===== src/rtl/acc_drain_serializer_if.sv =====
// Word-in / beat-out handshake bundle for the accumulator drain serializer.
// The master drives words in and accepts beats; the slave is the serializer.
interface acc_drain_serializer_if #(
    parameter int WIDTH = 34,
    parameter int OUT_W = 17
);
    logic             in_valid;
    logic             in_ready;
    logic [WIDTH-1:0] in_data;
    logic             out_valid;
    logic             out_ready;
    logic [OUT_W-1:0] out_data;
    logic             out_last;

    modport master (
        output in_valid, in_data, out_ready,
        input  in_ready, out_valid, out_data, out_last
    );

    modport slave (
        input  in_valid, in_data, out_ready,
        output in_ready, out_valid, out_data, out_last
    );
endinterface


===== src/rtl/acc_drain_serializer.sv =====
// Accumulator drain serializer: takes one WIDTH-bit word per handshake and
// emits it LSB slice first as NBEATS beats of OUT_W bits, counting words.
//
// state | meaning
// ------+----------------------------------------------------------------
// IDLE  | no word held; in_ready=1, out_valid=0
// SEND  | word in hold; beat 'beat' presented; new word taken on last beat
module acc_drain_serializer #(
    parameter int WIDTH  = 34,
    parameter int NBEATS = 2,
    parameter int OUT_W  = 17,
    parameter int CNT_W  = 16
) (
    input  logic                      C,
    input  logic                      R,
    acc_drain_serializer_if.slave     bus,
    output logic                      busy,
    output logic [CNT_W-1:0]          word_count
);
    localparam int            BW   = (NBEATS > 1) ? $clog2(NBEATS) : 1;
    localparam logic [BW-1:0] LAST = BW'(NBEATS - 1);

    typedef enum logic {
        IDLE = 1'b0,
        SEND = 1'b1
    } state_t;

    state_t             state, state_nxt;
    logic [BW-1:0]      beat, beat_nxt;
    logic [WIDTH-1:0]   hold, hold_nxt;
    logic [CNT_W-1:0]   cnt_nxt;
    logic               on_last;

    assign on_last = (beat == LAST);

    // State, beat index, held word and completion counter registers.
    always_ff @(posedge C or posedge R) begin
        if (R) begin
            state      <= IDLE;
            beat       <= '0;
            hold       <= '0;
            word_count <= '0;
        end else begin
            state      <= state_nxt;
            beat       <= beat_nxt;
            hold       <= hold_nxt;
            word_count <= cnt_nxt;
        end
    end

    // Next-state and handshake decode; beat outputs come from registers only.
    always_comb begin
        state_nxt     = state;
        beat_nxt      = beat;
        hold_nxt      = hold;
        cnt_nxt       = word_count;
        bus.in_ready  = 1'b1;
        bus.out_valid = 1'b0;
        bus.out_last  = 1'b0;
        bus.out_data  = hold[beat*OUT_W +: OUT_W];
        busy          = 1'b0;
        case (state)
            IDLE: begin
                if (bus.in_valid) begin
                    hold_nxt  = bus.in_data;
                    beat_nxt  = '0;
                    state_nxt = SEND;
                end
            end
            SEND: begin
                bus.out_valid = 1'b1;
                bus.out_last  = on_last;
                busy          = 1'b1;
                // Only the final beat can free the holding register this cycle.
                bus.in_ready  = on_last && bus.out_ready;
                if (bus.out_ready) begin
                    if (!on_last) begin
                        beat_nxt = beat + 1'b1;
                    end else begin
                        cnt_nxt = word_count + 1'b1;
                        if (bus.in_valid) begin
                            hold_nxt = bus.in_data;
                            beat_nxt = '0;
                        end else begin
                            state_nxt = IDLE;
                        end
                    end
                end
            end
            default: state_nxt = IDLE;
        endcase
    end
endmodule

===== src/flat_wrapper.sv =====
// flat-port wrapper written by rule: the top's interface ports become plain ports
module acc_drain_serializer_flat 
#(
    parameter int WIDTH  = 34,
    parameter int NBEATS = 2,
    parameter int OUT_W  = 17,
    parameter int CNT_W  = 16
)
  (C, R, busy, word_count, bus_in_valid, bus_in_data, bus_out_ready, bus_in_ready, bus_out_valid, bus_out_data, bus_out_last);
  acc_drain_serializer_if #(.WIDTH(WIDTH), .OUT_W(OUT_W)) bus_i ();
  input  logic C;
  input  logic R;
  output logic busy;
  output logic [CNT_W-1:0] word_count;
  input wire logic [$bits(bus_i.in_valid)-1:0] bus_in_valid;
  input wire logic [$bits(bus_i.in_data)-1:0] bus_in_data;
  input wire logic [$bits(bus_i.out_ready)-1:0] bus_out_ready;
  output wire logic [$bits(bus_i.in_ready)-1:0] bus_in_ready;
  output wire logic [$bits(bus_i.out_valid)-1:0] bus_out_valid;
  output wire logic [$bits(bus_i.out_data)-1:0] bus_out_data;
  output wire logic [$bits(bus_i.out_last)-1:0] bus_out_last;
  assign bus_i.in_valid = bus_in_valid;
  assign bus_i.in_data = bus_in_data;
  assign bus_i.out_ready = bus_out_ready;
  assign bus_in_ready = bus_i.in_ready;
  assign bus_out_valid = bus_i.out_valid;
  assign bus_out_data = bus_i.out_data;
  assign bus_out_last = bus_i.out_last;
  acc_drain_serializer #(.WIDTH(WIDTH), .NBEATS(NBEATS), .OUT_W(OUT_W), .CNT_W(CNT_W)) u_core (.C(C), .R(R), .bus(bus_i), .busy(busy), .word_count(word_count));
endmodule

===== config.mk =====
export PLATFORM = sky130hd
export DESIGN_NAME = acc_drain_serializer_flat
export DESIGN_NICKNAME = d
export VERILOG_FILES = /design/src/rtl/acc_drain_serializer_if.sv /design/src/rtl/acc_drain_serializer.sv /design/src/flat_wrapper.sv
export SDC_FILE = /design/constraint.sdc
export NUM_CORES = 1
export LEC_CHECK = 0
export BUFFER_PORTS_ARGS = -buffer_cell sky130_fd_sc_hd__buf_2
export CORE_ASPECT_RATIO = 0.75
export CORE_MARGIN = 2
export CORE_UTILIZATION = 50
export DETAILED_ROUTE_END_ITERATION = 6
export PLACE_DENSITY = 0.79
export SETUP_SLACK_MARGIN = 0.15
export SYNTH_ARGS = -nofsm -noshare
export SYNTH_HDL_FRONTEND = slang
export SYNTH_SLANG_ARGS = --single-unit

===== constraint.sdc =====
create_clock -name C -period 1.86 [get_ports C]
set_clock_uncertainty 0.15 [all_clocks]
set_input_delay 0 -clock C [delete_from_list [all_inputs] [get_ports C]]
set_output_delay 0 -clock C [all_outputs]
set_load 0.005 [all_outputs]

==> out/metrics.yaml, run 1 <==
status: "finished, final reports clean"
clock_path_buffers: 2
hpwl_mm: 2.93
syn_inst: 163
max_cap_violations: 0
worst_pin_slew_ns: 0.469
ys_seq_area_frac: 0.565
reg2reg_to: "u_core.beat"
hold_violations: 0
synthTopCellsByCount: "52 x dfrtp_1, 30 x mux2_1, 21 x mux2_2"
drive_gt1_frac: 0.407
fin_crit_sh: 0.857
ys_types: 27
setup_viol: 0
use_met3: 0.0679
path_buf_inv: 1
ys_async_sr_fraction: 1.00
critical_path_class: "reg -> reg"
regToRegSetupSlack_ns: 0.27
rsz0062_at_grt: "no"
reg2reg_depth: 3
start_kind: "register"
post-place-ws_ns: 0.254
coreArea_um2: 4440
grtUsageTotal: 0.206
fmax_mhz: 627
routed_via_density: 4.87
stdcell_count: 337
powerDensity_nw_per_um2: 1030
cp_top_family: "buffers and inverters"
grt_antenna_before_repair: 0
syn-num-nets: 202
grt_use_met2: 0.324
final_area_um2: 3210
dp.cells: 291
start_util: 0.519
root_buffer: "clkbuf_8"
drtPass1Iterations: 5
dieArea_um2: 5170
gp_congestion: 0.744
irDropWorstVdd_mv: 0.649
clk_latency_ns: 0.30
use_met1: 0.265
yosysTopAreaCell: "dfrtp_1"
yosys_warnings: 0
end_kind: "register"
synth_edf_count: 0
avgSynthCellArea_um2: 14.1
multi_input_area_um2: 945
worstHoldPathType: "in -> async"
grt_pass1_vias: 1713
synth.most_common_cell: "dfrtp_1"
path_cells: "or2b_1 -> a31oi_1 -> dlygate4sd3_1"
cts_setup_buffers: 0
die_w_um: 82.4
finalCriticalPeriod_ns: 1.59
netlist.area_leader.share: 0.565
cts_tree: "built"
slew_headroom: 0.687
r2r-start: "u_core.state"
place_area_um2: 2730
cts_buffers: 5
final_nets: 318
routed_wl_mm: 4.79
drc_errors: 0
dieHeight_um: 62.8
port_buffers: 74
crit_arrival_ns: 1.69
crit_required_ns: 1.95
whs_ns: 0.0877
grt.busiest_layer: "met2"
grt_start_max_net_pins: 35
htree_levels: 2
p_leak_nw: 1.52
overflow: 0
syn_area_um2: 2300
slowest_stage: "dlygate4sd3_1"
ant_nets: 0
diodes: 0
yosys-top-cells-area: "dfrtp_1 56%, mux2_1 15%, mux2_2 10%, xnor2_1 4.6%, buf_6 1.5%"
final_max_slew_viol_count: 0
worst_slack_ns: 0.265
path_max_fanout: 8
seqCellArea_um2: 1300
fill_cells: 335
synth_ff_type: "dfrtp_1"
grt_pass1_wl_mm: 8.03
syn_to_final_growth_pct: 39.1
cts.sinks: 52
wire_per_inst_um: 14.2
rows: 21
ys_ff_latch: 52
io-pin-count: 75
num_vias: 1641
first_iter_violations: 56
tns_ns: 0
cts.clk_slew.worst_paths_ns: 0.09
slowest_delay_ns: 0.56
-- layout make-up --
cell class              count  share of cell area
flip-flops and latches     52               0.406
multi-input cells         103               0.295
repair buffers            115               0.245
clock buffers               7              0.0269
well taps                  57              0.0222
clock inverters             1             0.00234
inverters                   2             0.00234
-- worst reg2reg max path: cells and delay by family (launching register included) --
kind                   cells  cell delay, ns
buffers and inverters      1            0.56
DFF                        1            0.43
and+or+nand+nor            1            0.24
AOI/OAI and AO/OA          1            0.16
-- logic make-up after synthesis --
group                    count (synthesis)  share of synthesized area
AO/OA/AOI/OAI                            2                    0.00489
flip-flops                              52                      0.565
AND/OR/NAND/NOR                         34                     0.0934
multiplexers                            51                      0.249
adder cells (fa/ha/maj)                  1                    0.00543
buffers and inverters                    8                     0.0255
XOR/XNOR                                15                     0.0570
-- through the flow --
stage / utilization / power (mW)
after floorplan: - / 2.21
after global placement: 0.615 / 2.56
after detailed placement: 0.615 / 2.58
after CTS: 0.722 / 3.32
after global routing: 0.722 / 3.53
final: 0.722 / 3.29
-- repair_timing --
item,CTS,global route
hold endpoints to repair,90,0
endpoints found under the setup margin,0,21
gates resized for setup,0,1
hold buffers,38,0
-- power by group --
group / switching (mW) / total, mW / leakage, nW / internal [mW]
logic: 0.395 / 1.00 / 0.842 / 0.609
registers: 0.197 / 1.62 / 0.633 / 1.42
clock network: 0.371 / 0.674 / 0.0445 / 0.303
total: 0.963 / 3.29 / 1.52 / 2.33
-- registers in the layout, indices dropped and copies added (netlist names) --
register and count:
u_core.beat 1, u_core.state 1, u_core.word_count 16, u_core.hold 34
-- placed cells by master, fill, tap and decap left out, types with 2 or more instances in the layout --
cell           count
xnor2_1           12
nand4_1            5
and2_1             2
nand3_1            4
mux2_2            21
buf_2             74
dfrtp_1           51
clkbuf_8           6
buf_4              2
mux2_1            30
nand2_1            8
nand2b_1           2
nor2_1             4
dlygate4sd3_1     38
xor2_1             3
-- worst max path at each step --
stage	start	to	slack, ns	cells past startpoint
after floorplan	R	u_core.beat	0.45	1
after global placement	u_core.state	u_core.hold[32]	0.29	3
after detailed placement	u_core.state	u_core.hold[33]	0.25	3
after CTS	u_core.state	u_core.beat	0.21	3
after global routing	u_core.state	u_core.beat	0.15	3
final	u_core.state	u_core.beat	0.27	3
-- routing by layer --
layer | vias to the layer above | wire, um
met3 | 11 | 287
met1 | 787 | 2110
met2 | 50 | 2290
li1 | 793 | -
met4 | 0 | 91
met5 | - | 0
No activity file was read; power rests on OpenSTA's default activity.
==> run 2: changes to the inputs <==
--- a/config.mk
+++ b/config.mk
@@ -8,9 +8,8 @@
 export BUFFER_PORTS_ARGS = -buffer_cell sky130_fd_sc_hd__buf_2
 export CORE_ASPECT_RATIO = 0.75
 export CORE_MARGIN = 2
-export CORE_UTILIZATION = 50
+export CORE_UTILIZATION = 30
 export DETAILED_ROUTE_END_ITERATION = 6
-export PLACE_DENSITY = 0.79
 export SETUP_SLACK_MARGIN = 0.15
 export SYNTH_ARGS = -nofsm -noshare
 export SYNTH_HDL_FRONTEND = slang
==> constraint.sdc (replaced) <==
create_clock -name C -period 1.7 [get_ports C]
set_clock_uncertainty 0.15 [all_clocks]
set_input_delay 0 -clock C [delete_from_list [all_inputs] [get_ports C]]
set_output_delay 0 -clock C [all_outputs]
set_load 0.005 [all_outputs]
==> run 2 against run 1 <==
Effect of this change: register-to-register slack worse by 0.12 ns; setup slack worse by 0.12 ns; global-route usage down 8.1 points; first-iteration DRC count fell by 48%; utilization shrank 25 points; die area rose by 62%; final cell count increased by 15%.
==> out/metrics.yaml, run 2 (synthesis results as in run 1) <==
clock_path_buffers: 2  # unchanged
crit_required_ns: 1.73  # -0.22 ns
whs_ns: 0.153  # +0.0657 ns
grt_start_max_net_pins: 28  # -20%
coreArea_um2: 7400  # +67%
irDropWorstVdd_mv: 0.428  # -34%
num_vias: 1688  # +2.9%
finalCriticalPeriod_ns: 1.55  # -0.0430 ns
final_max_slew_viol_count: 0  # unchanged
worstSetupStartpoint: "u_core.beat"
start_kind: "register"
wire_per_inst_um: 13.9  # -1.9%
path_cells: "nand2_1 -> nand2_4 -> nand2_8 -> clkbuf_16 -> mux2_1"
grt_antenna_before_repair: 0  # unchanged
max_cap_violations: 0  # unchanged
path_max_fanout: 6  # -2
top_regs: "u_core.hold x34, u_core.word_count x16"
start_util: 0.312  # -0.208
top_register: "u_core.hold"
rows: 27  # +29%
crit_arrival_ns: 1.58  # -0.11 ns
routed_via_density: 4.34  # -11%
final_nets: 326  # +2.5%
syn_to_final_growth_pct: 51.5
dieHeight_um: 79.9  # +27%
fmax_mhz: 644  # +2.8%
reg2reg_depth: 5  # +2
fill_cells: 681  # +100%
ant_nets: 0  # unchanged
seqCellArea_um2: 1310  # +0.19%
reg2reg_to: "u_core.hold[31]"
tns_ns: 0  # unchanged
cp-endpoint: "u_core.hold[31]"
grt_pass1_vias: 1675  # -2.2%
fin_util: 0.472  # -0.250
hpwl_mm: 3.39  # +15%
first_iter_violations: 29  # -48%
cts.sinks: 52  # unchanged
grt_pass1_wl_mm: 8.28  # +3.1%
setup_viol: 0  # unchanged
critical_path_class: "reg -> reg"
die_w_um: 105  # +28%
drtPass1Iterations: 4  # -1
end_kind: "register"
p_leak_nw: 1.64  # +8.0%
worstHoldPathType: "in -> async"
regToRegSetupSlack_ns: 0.15  # -0.12 ns
r2r-start: "u_core.beat"
slowest_stage: "dfrtp_2"
multi_input_area_um2: 986  # +4.4%
layout.cells.most_common: "buf_2"
rsz0062_at_grt: "yes"
powerDensity_nw_per_um2: 1140  # +11%
cts.clk_slew.worst_paths_ns: 0.11  # +0.02 ns
fin_crit_sh: 0.913  # +0.0554
port_buffers: 74  # unchanged
root_buffer: "clkbuf_8"
diodes: 0  # unchanged
final_cell_mix: "71 x buf_2, 49 x dfrtp_1, 37 x dlygate4sd3_1"
total_power_mw: 3.98  # +21%
grtUsageTotal: 0.125  # -0.0807
cts_tree: "built"
worst_pin_slew_ns: 0.589  # +0.119 ns
drc_errors: 0  # unchanged
routed_wl_mm: 5.42  # +13%
slowest_delay_ns: 0.47  # -0.09 ns
cts_setup_buffers: 0  # unchanged
htree_levels: 2  # unchanged
io-pin-count: 75  # unchanged
drive_gt1_frac: 0.438  # +0.0304
gp_congestion: 0.736  # -1.1%
hold_violations: 0  # unchanged
clk_latency_ns: 0.30  # about the same
cts_buffers: 5  # unchanged
largest_reg_flops: 34  # unchanged
dieArea_um2: 8410  # +62%
status: "finished, final reports clean"
overflow: 0  # unchanged
slew_headroom: 0.607  # -0.0799
==> run 2: worst min path at each step <==
stage / from / cells past startpoint / slack, ns / endpoint
2_1_floorplan: bus_in_valid / 1 / -0.05 / u_core.beat
3_5_place_dp: R / 2 / -0.05 / u_core.hold[32]
5_1_grt: R / 3 / 0.20 / u_core.hold[33]
4_1_cts: R / 3 / 0.17 / u_core.hold[3]
3_3_place_gp: R / 2 / -0.05 / u_core.hold[32]
6_report: R / 3 / 0.15 / u_core.hold[32]
==> run 2: critical path, delay by kind of cell (launching register included) <==
family | cells | cell delay [ns]
mux | 1 | 0.31
buf+inv | 1 | 0.17
simple gates | 3 | 0.32
flops | 1 | 0.47
==> run 2: repair_timing <==
item,CTS,global route
endpoints found under the setup margin,14,59
endpoints found under the hold margin,64,0
gates resized for setup,8,14
pin swaps,0,2
hold buffers,37,0
cloned,1,4
==> run 2: per-stage QoR <==
stage / instance area [um2] / cells / setup WS [ns]
6_report: 3490 / 389 / 0.148
5_1_grt: 3490 / 389 / 0.108
4_1_cts: 3340 / 385 / 0.136
3_5_place_dp: 2830 / 339 / 0.173
3_3_place_gp: 2830 / 339 / 0.213
2_1_floorplan: 2300 / 163 / 0.292
==> run 2: final cells by class <==
type | count | area share
clock buffers | 5 | 0.0197
clock inverters | 3 | 0.0122
inverters | 2 | 0.00215
multi-input cells | 103 | 0.282
flip-flops and latches | 52 | 0.374
well taps | 101 | 0.0362
repair buffers | 123 | 0.273
==> run 2: layer usage <==
| layer | track usage | up-vias | share of wire |
|---|---|---|---|
| li1 | - | 819 | - |
| met3 | 0.0294 | 2 | 0.031 |
| met1 | 0.166 | 828 | 0.50 |
| met5 | 0 | - | 0 |
| met4 | 0.0280 | 0 | 0.0063 |
| met2 | 0.209 | 39 | 0.46 |
==> run 2: power breakdown <==
part	internal (mW)	switching (mW)
clock	0.436	0.415
sequential	1.56	0.225
combinational	0.837	0.513
